[config.mk]
export PLATFORM = sky130hd
export DESIGN_NAME = audio_dac_serializer
export DESIGN_NICKNAME = d
export VERILOG_FILES = /design/src/rtl/audio_pkg.sv /design/src/rtl/audio_bclk_gen.sv /design/src/rtl/audio_dac_serializer.sv
export SDC_FILE = /design/constraint.sdc
export NUM_CORES = 1
export LEC_CHECK = 0
export BUFFER_PORTS_ARGS = -buffer_cell sky130_fd_sc_hd__buf_2
export CORE_MARGIN = 5
export CORE_UTILIZATION = 50
export DETAILED_ROUTE_END_ITERATION = 7
export PLACE_DENSITY = 0.72
export SYNTH_ARGS = -nofsm -noshare
export SYNTH_HDL_FRONTEND = slang
export SYNTH_SLANG_ARGS = --single-unit
[constraint.sdc]
create_clock -name sys_clk -period 3.3 [get_ports sys_clk]
set_input_delay 0.495 -clock sys_clk [delete_from_list [all_inputs] [get_ports sys_clk]]
set_output_delay 0.495 -clock sys_clk [all_outputs]
set_load 0.03 [all_outputs]
[src/rtl/audio_pkg.sv]
// Shared constants and types for the audio DAC serializer and its BCLK divider.
package audio_pkg;
    localparam logic FMT_I2S       = 1'b0;
    localparam logic FMT_LJ        = 1'b1;
    localparam int   DEF_SAMPLE_W  = 24;
    localparam int   DEF_SLOT_W    = 32;
    localparam int   DEF_BCLK_HALF = 4;

    typedef enum logic {
        SLOT_LEFT  = 1'b0,
        SLOT_RIGHT = 1'b1
    } slot_e;
endpackage

[src/rtl/audio_bclk_gen.sv]
// BCLK divider: toggles bclk every BCLK_HALF sys_clk cycles and flags the
// cycle in which bclk goes 1->0 so the framer can update data in that same edge.
module audio_bclk_gen
    import audio_pkg::*;
#(
    parameter int BCLK_HALF = DEF_BCLK_HALF
) (
    input  logic clk,
    input  logic rst_n,
    output logic bclk,
    output logic fall
);
    localparam int             DIV_W    = (BCLK_HALF > 1) ? $clog2(BCLK_HALF) : 1;
    localparam logic [DIV_W-1:0] DIV_LAST = DIV_W'(BCLK_HALF - 1);

    logic [DIV_W-1:0] div_q, div_d;
    logic             run_q, run_d;
    logic             bclk_q, bclk_d;
    logic             tick_s;

    // The divider idles for the release cycle so the first rise lands BCLK_HALF cycles after it.
    always_comb begin
        run_d  = 1'b1;
        div_d  = div_q;
        bclk_d = bclk_q;
        tick_s = run_q && (div_q == DIV_LAST);
        if (!run_q) begin
            div_d = div_q;
        end else if (tick_s) begin
            div_d  = {DIV_W{1'b0}};
            bclk_d = ~bclk_q;
        end else begin
            div_d = div_q + DIV_W'(1);
        end
    end

    // Divider state registers.
    always_ff @(posedge clk) begin
        if (!rst_n) begin
            run_q  <= 1'b0;
            div_q  <= {DIV_W{1'b0}};
            bclk_q <= 1'b0;
        end else begin
            run_q  <= run_d;
            div_q  <= div_d;
            bclk_q <= bclk_d;
        end
    end

    assign bclk = bclk_q;
    assign fall = tick_s & bclk_q;
endmodule

[src/rtl/audio_dac_serializer.sv]
// Stereo I2S / left-justified DAC serializer with a one-pair holding register,
// frame-synchronous mute/format latching and underrun signalling.
module audio_dac_serializer
    import audio_pkg::*;
#(
    parameter int SAMPLE_W  = DEF_SAMPLE_W,
    parameter int SLOT_W    = DEF_SLOT_W,
    parameter int BCLK_HALF = DEF_BCLK_HALF
) (
    input  logic                sys_clk,
    input  logic                sys_rst_n,
    input  logic                fmt,
    input  logic                mute,
    input  logic                s_valid,
    output logic                s_ready,
    input  logic [SAMPLE_W-1:0] s_left,
    input  logic [SAMPLE_W-1:0] s_right,
    output logic                bclk,
    output logic                daclrc,
    output logic                dacdat,
    output logic                underrun
);
    localparam int             K_W    = (SLOT_W > 1) ? $clog2(SLOT_W) : 1;
    localparam logic [K_W-1:0] K_ZERO = {K_W{1'b0}};
    localparam logic [K_W-1:0] K_LAST = K_W'(SLOT_W - 1);

    logic                fall_s, load_s, xfer_s, lj_bit_s;
    logic [SAMPLE_W-1:0] cur_sample_s, lj_word_s;

    logic                hold_full_q, hold_full_d;
    logic [SAMPLE_W-1:0] hold_l_q, hold_l_d, hold_r_q, hold_r_d;
    logic [SAMPLE_W-1:0] frame_l_q, frame_l_d, frame_r_q, frame_r_d;
    logic                fmt_q, fmt_d, mute_q, mute_d;
    logic [K_W-1:0]      k_q, k_d;
    slot_e               slot_q, slot_d;
    logic                prev_bit_q, prev_bit_d;
    logic                s_ready_q, s_ready_d;
    logic                daclrc_q, daclrc_d;
    logic                dacdat_q, dacdat_d;
    logic                underrun_q, underrun_d;

    audio_bclk_gen #(
        .BCLK_HALF(BCLK_HALF)
    ) u_bclk_gen (
        .clk  (sys_clk),
        .rst_n(sys_rst_n),
        .bclk (bclk),
        .fall (fall_s)
    );

    // Framing, hold handshake and serial bit selection.
    always_comb begin
        load_s      = fall_s && (slot_q == SLOT_LEFT) && (k_q == K_ZERO);
        xfer_s      = s_valid && s_ready_q;
        frame_l_d   = frame_l_q;
        frame_r_d   = frame_r_q;
        fmt_d       = fmt_q;
        mute_d      = mute_q;
        hold_full_d = hold_full_q;
        hold_l_d    = hold_l_q;
        hold_r_d    = hold_r_q;
        k_d         = k_q;
        slot_d      = slot_q;
        prev_bit_d  = prev_bit_q;
        daclrc_d    = daclrc_q;
        dacdat_d    = dacdat_q;

        if (load_s) begin
            frame_l_d = hold_full_q ? hold_l_q : {SAMPLE_W{1'b0}};
            frame_r_d = hold_full_q ? hold_r_q : {SAMPLE_W{1'b0}};
            fmt_d     = fmt;
            mute_d    = mute;
        end else begin
            fmt_d = fmt_q;
        end

        // A load looks at the hold as it was before this edge, so a same-cycle
        // transfer is kept for the following frame.
        if (load_s && hold_full_q) begin
            hold_full_d = 1'b0;
        end else if (xfer_s) begin
            hold_full_d = 1'b1;
            hold_l_d    = s_left;
            hold_r_d    = s_right;
        end else begin
            hold_full_d = hold_full_q;
        end

        s_ready_d  = ~hold_full_d;
        underrun_d = load_s && !hold_full_q;

        cur_sample_s = (slot_q == SLOT_LEFT) ? frame_l_d : frame_r_d;
        lj_word_s    = cur_sample_s << k_q;
        lj_bit_s     = lj_word_s[SAMPLE_W-1] & ~mute_d;

        // I2S replays the left-justified stream one BCLK late via prev_bit.
        if (fall_s) begin
            daclrc_d   = (slot_q == SLOT_RIGHT);
            dacdat_d   = (fmt_d == FMT_LJ) ? lj_bit_s : prev_bit_q;
            prev_bit_d = lj_bit_s;
            if (k_q == K_LAST) begin
                k_d    = K_ZERO;
                slot_d = (slot_q == SLOT_LEFT) ? SLOT_RIGHT : SLOT_LEFT;
            end else begin
                k_d = k_q + K_W'(1);
            end
        end else begin
            dacdat_d = dacdat_q;
        end
    end

    // State and output registers.
    always_ff @(posedge sys_clk) begin
        if (!sys_rst_n) begin
            hold_full_q <= 1'b0;
            hold_l_q    <= {SAMPLE_W{1'b0}};
            hold_r_q    <= {SAMPLE_W{1'b0}};
            frame_l_q   <= {SAMPLE_W{1'b0}};
            frame_r_q   <= {SAMPLE_W{1'b0}};
            fmt_q       <= FMT_LJ;
            mute_q      <= 1'b0;
            k_q         <= K_ZERO;
            slot_q      <= SLOT_LEFT;
            prev_bit_q  <= 1'b0;
            s_ready_q   <= 1'b0;
            daclrc_q    <= 1'b1;
            dacdat_q    <= 1'b0;
            underrun_q  <= 1'b0;
        end else begin
            hold_full_q <= hold_full_d;
            hold_l_q    <= hold_l_d;
            hold_r_q    <= hold_r_d;
            frame_l_q   <= frame_l_d;
            frame_r_q   <= frame_r_d;
            fmt_q       <= fmt_d;
            mute_q      <= mute_d;
            k_q         <= k_d;
            slot_q      <= slot_d;
            prev_bit_q  <= prev_bit_d;
            s_ready_q   <= s_ready_d;
            daclrc_q    <= daclrc_d;
            dacdat_q    <= dacdat_d;
            underrun_q  <= underrun_d;
        end
    end

    assign s_ready  = s_ready_q;
    assign daclrc   = daclrc_q;
    assign dacdat   = dacdat_q;
    assign underrun = underrun_q;
endmodule

==> results of run 1 <==
## timing repair
action                                  4_1_cts  5_1_grt
buffers inserted                              0        0
endpoints found under the setup margin        0        1
hold buffers                                  0        0
## layer usage
layer / GRT usage (%) / share of wire (%)
met4: 7.37 / 1.7
met3: 4.33 / 3.9
met5: 0 / 0
met1: 27.4 / 45
met2: 35.3 / 49
## layout by cell type (no fill, tap or decap), types with 6 or more instances in the layout
master	n
nand2_1	168
dfxtp_1	113
a21boi_0	95
buf_2	57
nand3_1	55
nor2_1	18
o21ai_0	17
clkbuf_16	16
buf_4	16
a21oi_1	8
nor2b_1	8
and2_1	7
a211oi_1	7
nand4_1	6
clkinvlp_4	6
## layout make-up
class | count | area [um^2]
flip-flops and latches | 114 | 2280
well taps | 136 | 170
multi-input cells | 475 | 2770
clock inverters | 13 | 184
fillers | 923 | 4080
inverters | 4 | 15.0
clock buffers | 19 | 442
repair buffers | 74 | 425
## worst max path at each step
stage | from | end | slack [ns] | cells past startpoint
2_1_floorplan | k_q[1]$_SDFFE_PN0N_ | dacdat$_SDFFE_PN0N_ | 0.77 | 12
3_3_place_gp | k_q[1]$_SDFFE_PN0N_ | hold_l_q[23]$_SDFFE_PN0P_ | 0.49 | 7
3_5_place_dp | k_q[1]$_SDFFE_PN0N_ | hold_l_q[5]$_SDFFE_PN0P_ | 0.34 | 7
4_1_cts | k_q[1]$_SDFFE_PN0N_ | hold_l_q[5]$_SDFFE_PN0P_ | 0.28 | 7
5_1_grt | k_q[1]$_SDFFE_PN0N_ | hold_r_q[23]$_SDFFE_PN0P_ | 0.03 | 7
6_report | k_q[1]$_SDFFE_PN0N_ | dacdat$_SDFFE_PN0N_ | 0.32 | 9
## report_power, final
group          switching [mW]  internal [mW]  total [mW]
Sequential             0.0299           1.41        1.44
Combinational          0.0908         0.0699       0.161
Clock                   0.655           1.26        1.92
Total                   0.776           2.74        3.52
## logic make-up after synthesis
family	synth area share, %
buf+inv	6.00
xor+xnor	0.328
mux	1.38
flops	42.7
fa+ha+maj	0.937
compound gates	23.8
simple gates	24.8
## worst reg2reg max path, cell delays in order (launching register included)
cell,delay [ns]
dfxtp_1,0.46
inv_1,0.14
ha_1,0.17
or4b_4,0.61
nor2_1,0.42
nand3_1,0.16
a311oi_2,0.28
o21ai_1,0.18
a2111oi_2,0.39
a21o_1,0.12
## state kept, by name (all words and copies together) (netlist names), 2 cells and up
signal and cells:
hold_r_q 24, frame_l_q 24, k_q 5, frame_r_q 24, hold_l_q 24, u_bclk_gen.div_q 2
==> results.toml, run 1 <==
[synth]
synth_top_area_cell = "dfxtp_1"
yosys-top-cells-area = "dfxtp_1, a21boi_0, nand2_1, nand3_1, clkbuf_1"
async_flop_share_pct = 0
synth.distinct_cells = 62
synth_nets = 707
syn_avg_cell_area_um2 = 8.21
synth.most_common_cell = "nand2_1"
synth-edff-count = 0
yosys_register_bits = 114
synth_common_cells = "nand2_1, dfxtp_1, a21boi_0"
ys_warn_count = 0
ys_seq_area_share_pct = 42.7
synthCells = 650
netlist_area_mm2 = 0.00534
synth.top_cell.area_share_pct = 42.7
synth_top_flop_cell = "dfxtp_1"

[place]
routabilityCongestion = 0.914
pre_cts_slack_ns = 0.335
place_hpwl_um = 9060
dp.cells = 802
port_buffers = 57
place_area_mm2 = 0.00565

[die]
die_x_um = 113
die_h_um = 113
core_area_mm2 = 0.0104
die-area_mm2 = 0.0128
rows = 37
boundaryPins = 58
initial_core_util_pct = 51.5

[setup_path]
crit_arrival_ns = 3.44
cp_slowest_cell = "or4b_4"
cpLargestDelayFamily = "simple AND/OR/NAND/NOR gates"
cp_cell_sequence = "inv_1 -> ha_1 -> or4b_4 -> nor2_1 -> nand3_1 -> a311oi_2 -> o21ai_1 -> a2111oi_2 -> a21o_1"
r2r_cells = 9
crit_path_max_fanout = 18
r2r-start = "k_q[1]$_SDFFE_PN0N_"
crit_path_max_incr_delay_ns = 0.61
critPathKind = "flip-flop to flip-flop"
r2r_slack_ns = 0.32
crit_required_ns = 3.76
startpoint_type = "flip-flop"
end_kind = "flip-flop"
r2r-end = "dacdat$_SDFFE_PN0N_"
critPathBufInv = 1

[power]
total_power_mw = 3.52
vdd_drop_max_uv = 289
cellPowerDensity_mw_per_mm2 = 560
leakagePower_nw = 2.21

[global_route]
grt_max_degree = 60
overflow = 0
grt_pass1_wl_um = 21900
grtUsageTotal_pct = 21.2
antenna_found_initial = 0
grt_pass1_vias = 4468

[finish]
drive_gt1_share_pct = 17.9
antenna_cells = 0
finalCoreUtilization_pct = 60.6
final_area_mm2 = 0.00629
final_cells = 835
area_growth_pct = 17.8
final_net_count = 743

[worst_hold_path]
min-delay-start = "s_right[11]"
hold_path_class = "primary input to flip-flop"
min_path_cells = 3
hold_path_end = "hold_r_q[11]$_SDFFE_PN0P_"

[status]
status = "completed"

[timing]
fin_crit_ns = 2.98
worst_slack_ns = 0.322
tightest_slew_ns = 1.26
setup_tns_ns = 0
finalHoldViolCount = 0
timing.final.crit_share_pct = 90.3
fin_worst_skew_ns = 0.00658
hold_slack_ns = 0.225
maxSlewViolCount = 0
maxSlewHeadroom_pct = 15.5
rsz0062_at_grt = "no"
max_freq_ghz = 0.336
setup_viol = 0

[drt]
drt-total-wl_um = 13400
num_vias = 4684
drtAntennaViolNets = 0
dr.first_iter.drc_count = 286
firstDrtPassIters = 7
avgRoutedWirePerCell_um = 16.1
drc = 0
viasPerCell = 5.61

[cts]
cts_tree = "built"
clock_latency_ns = 0.51
clock-sinks = 114
htreeDepth = 4
cts_buffers = 17
clk_pin_slew_worst_paths_ns = 0.06
clock-root-buffer = "clkbuf_8"
cts_max_path_buffers = 2
ctsResizeCount = 0

[job]
drv_cap = 0
Note: power is estimated with default switching activity, not from simulation.
==> run 2: changes to the inputs <==
- CORE_ASPECT_RATIO: default -> 1.75
==> results.toml, run 2 (same netlist as run 1, synthesis figures left out) <==
[cts]
cts_max_path_buffers = 2
hold_buffers = 0
clock_latency_ns = 0.40
cts_buffers = 17
clk_pin_slew_worst_paths_ns = 0.05
cts_tree = "built"
clock-sinks = 114
clock-root-buffer = "clkbuf_16"
htreeDepth = 4
ctsResizeCount = 0
cts_setup_buffers = 0

[place]
pre_cts_slack_ns = 0.620
port_buffers = 57
place_hpwl_um = 10400
routabilityCongestion = 0.909
dp.cells = 796

[die]
core_area_mm2 = 0.0106
initial_core_util_pct = 50.5
die_x_um = 88.1
die_h_um = 147
rows = 50
die-area_mm2 = 0.0129
boundaryPins = 58

[timing]
fin_crit_ns = 2.71
timing.final.crit_share_pct = 82.1
fin_worst_skew_ns = 0.00645
setup_tns_ns = 0
max_freq_ghz = 0.369
worst_slack_ns = 0.590
hold_slack_ns = 0.337
maxSlewHeadroom_pct = 43.7
rsz0062_at_grt = "no"
maxSlewViolCount = 0
setup_viol = 0
finalHoldViolCount = 0
tightest_slew_ns = 0.843

[power]
vdd_drop_max_uv = 414
cellPowerDensity_mw_per_mm2 = 553
leakagePower_nw = 2.22
total_power_mw = 3.46

[global_route]
antenna_found_initial = 0
grt_pass1_vias = 4615
grt_pass1_wl_um = 23700
grtUsageTotal_pct = 23.9
grt_max_degree = 69
overflow = 0

[drt]
drtAntennaViolNets = 0
dr.first_iter.drc_count = 223
top_layer = "met4"
num_vias = 4712
wl_met1_um = 5830
viasPerCell = 5.70
avgRoutedWirePerCell_um = 17.7
drt-total-wl_um = 14700
drc = 0
firstDrtPassIters = 4
met3_length_um = 520
met2_length_um = 7490

[status]
status = "completed"

[setup_path]
r2r-start = "k_q[1]$_SDFFE_PN0N_"
r2r_slack_ns = 0.59
r2r_cells = 9
startpoint_type = "flip-flop"
crit_path_max_fanout = 18
crit_arrival_ns = 3.06
cp_cell_sequence = "inv_1 -> ha_1 -> or4b_4 -> nor2_1 -> nand3_1 -> a311oi_2 -> o21ai_1 -> a2111oi_2 -> a21o_1"
cp_slowest_cell = "or4b_4"
crit_path_max_incr_delay_ns = 0.63
critPathLaunch = "k_q[1]$_SDFFE_PN0N_"
end_kind = "flip-flop"
critPathKind = "flip-flop to flip-flop"
crit_required_ns = 3.65

[worst_hold_path]
min-delay-start = "s_left[23]"
min_path_cells = 3
hold_path_class = "primary input to flip-flop"

[finish]
final_cell_mix = "nand2_1, dfxtp_1, a21boi_0, buf_2, nand3_1"
layout.cells.most_common = "nand2_1"
final_cells = 826
drive_gt1_share_pct = 17.2
final_net_count = 742
antenna_cells = 0
area_growth_pct = 17.3

[job]
drv_cap = 0
run 2: final cells by class:
type | instances | area [um^2]
fillers | 975 | 4310
inverters | 4 | 15.0
well taps | 130 | 163
repair buffers | 74 | 450
clock inverters | 11 | 164
flip-flops and latches | 114 | 2280
multi-input cells | 474 | 2760
clock buffers | 19 | 433
run 2: worst paths after layout:
check / end
max: dacdat$_SDFFE_PN0N_
max reg2reg: dacdat$_SDFFE_PN0N_
min reg2reg: hold_r_q[14]$_SDFFE_PN0P_
min: hold_l_q[23]$_SDFFE_PN0P_
run 2: worst max-delay path, delay by kind of cell, from the launching register on:
family / cells / cell delay, ns
and+or+nand+nor: 3 / 1.14
AOI/OAI and AO/OA: 4 / 0.94
DFF: 1 / 0.31
adders and majority gates: 1 / 0.20
buffers and inverters: 1 / 0.07
run 2: power breakdown:
part | switching [mW] | total [mW] | internal (mW) | leakage [nW]
Clock | 0.616 | 1.86 | 1.25 | 0.288
Combinational | 0.0865 | 0.156 | 0.0697 | 1.01
Sequential | 0.0312 | 1.44 | 1.41 | 0.924
run 2: stage by stage:
stage / util (%) / instance area [um^2]
floorplan: - / 5340
global placement: 53.6 / 5670
detailed placement: 53.6 / 5670
CTS: 59.3 / 6260
global route: 59.3 / 6260
finish: 59.3 / 6260
run 2: routing by layer:
metal / vias up / track usage, %
met5: - / 0
met2: 115 / 39.3
met3: 37 / 4.32
met4: 0 / 14.8
met1: 2230 / 28.1
li1: 2330 / -
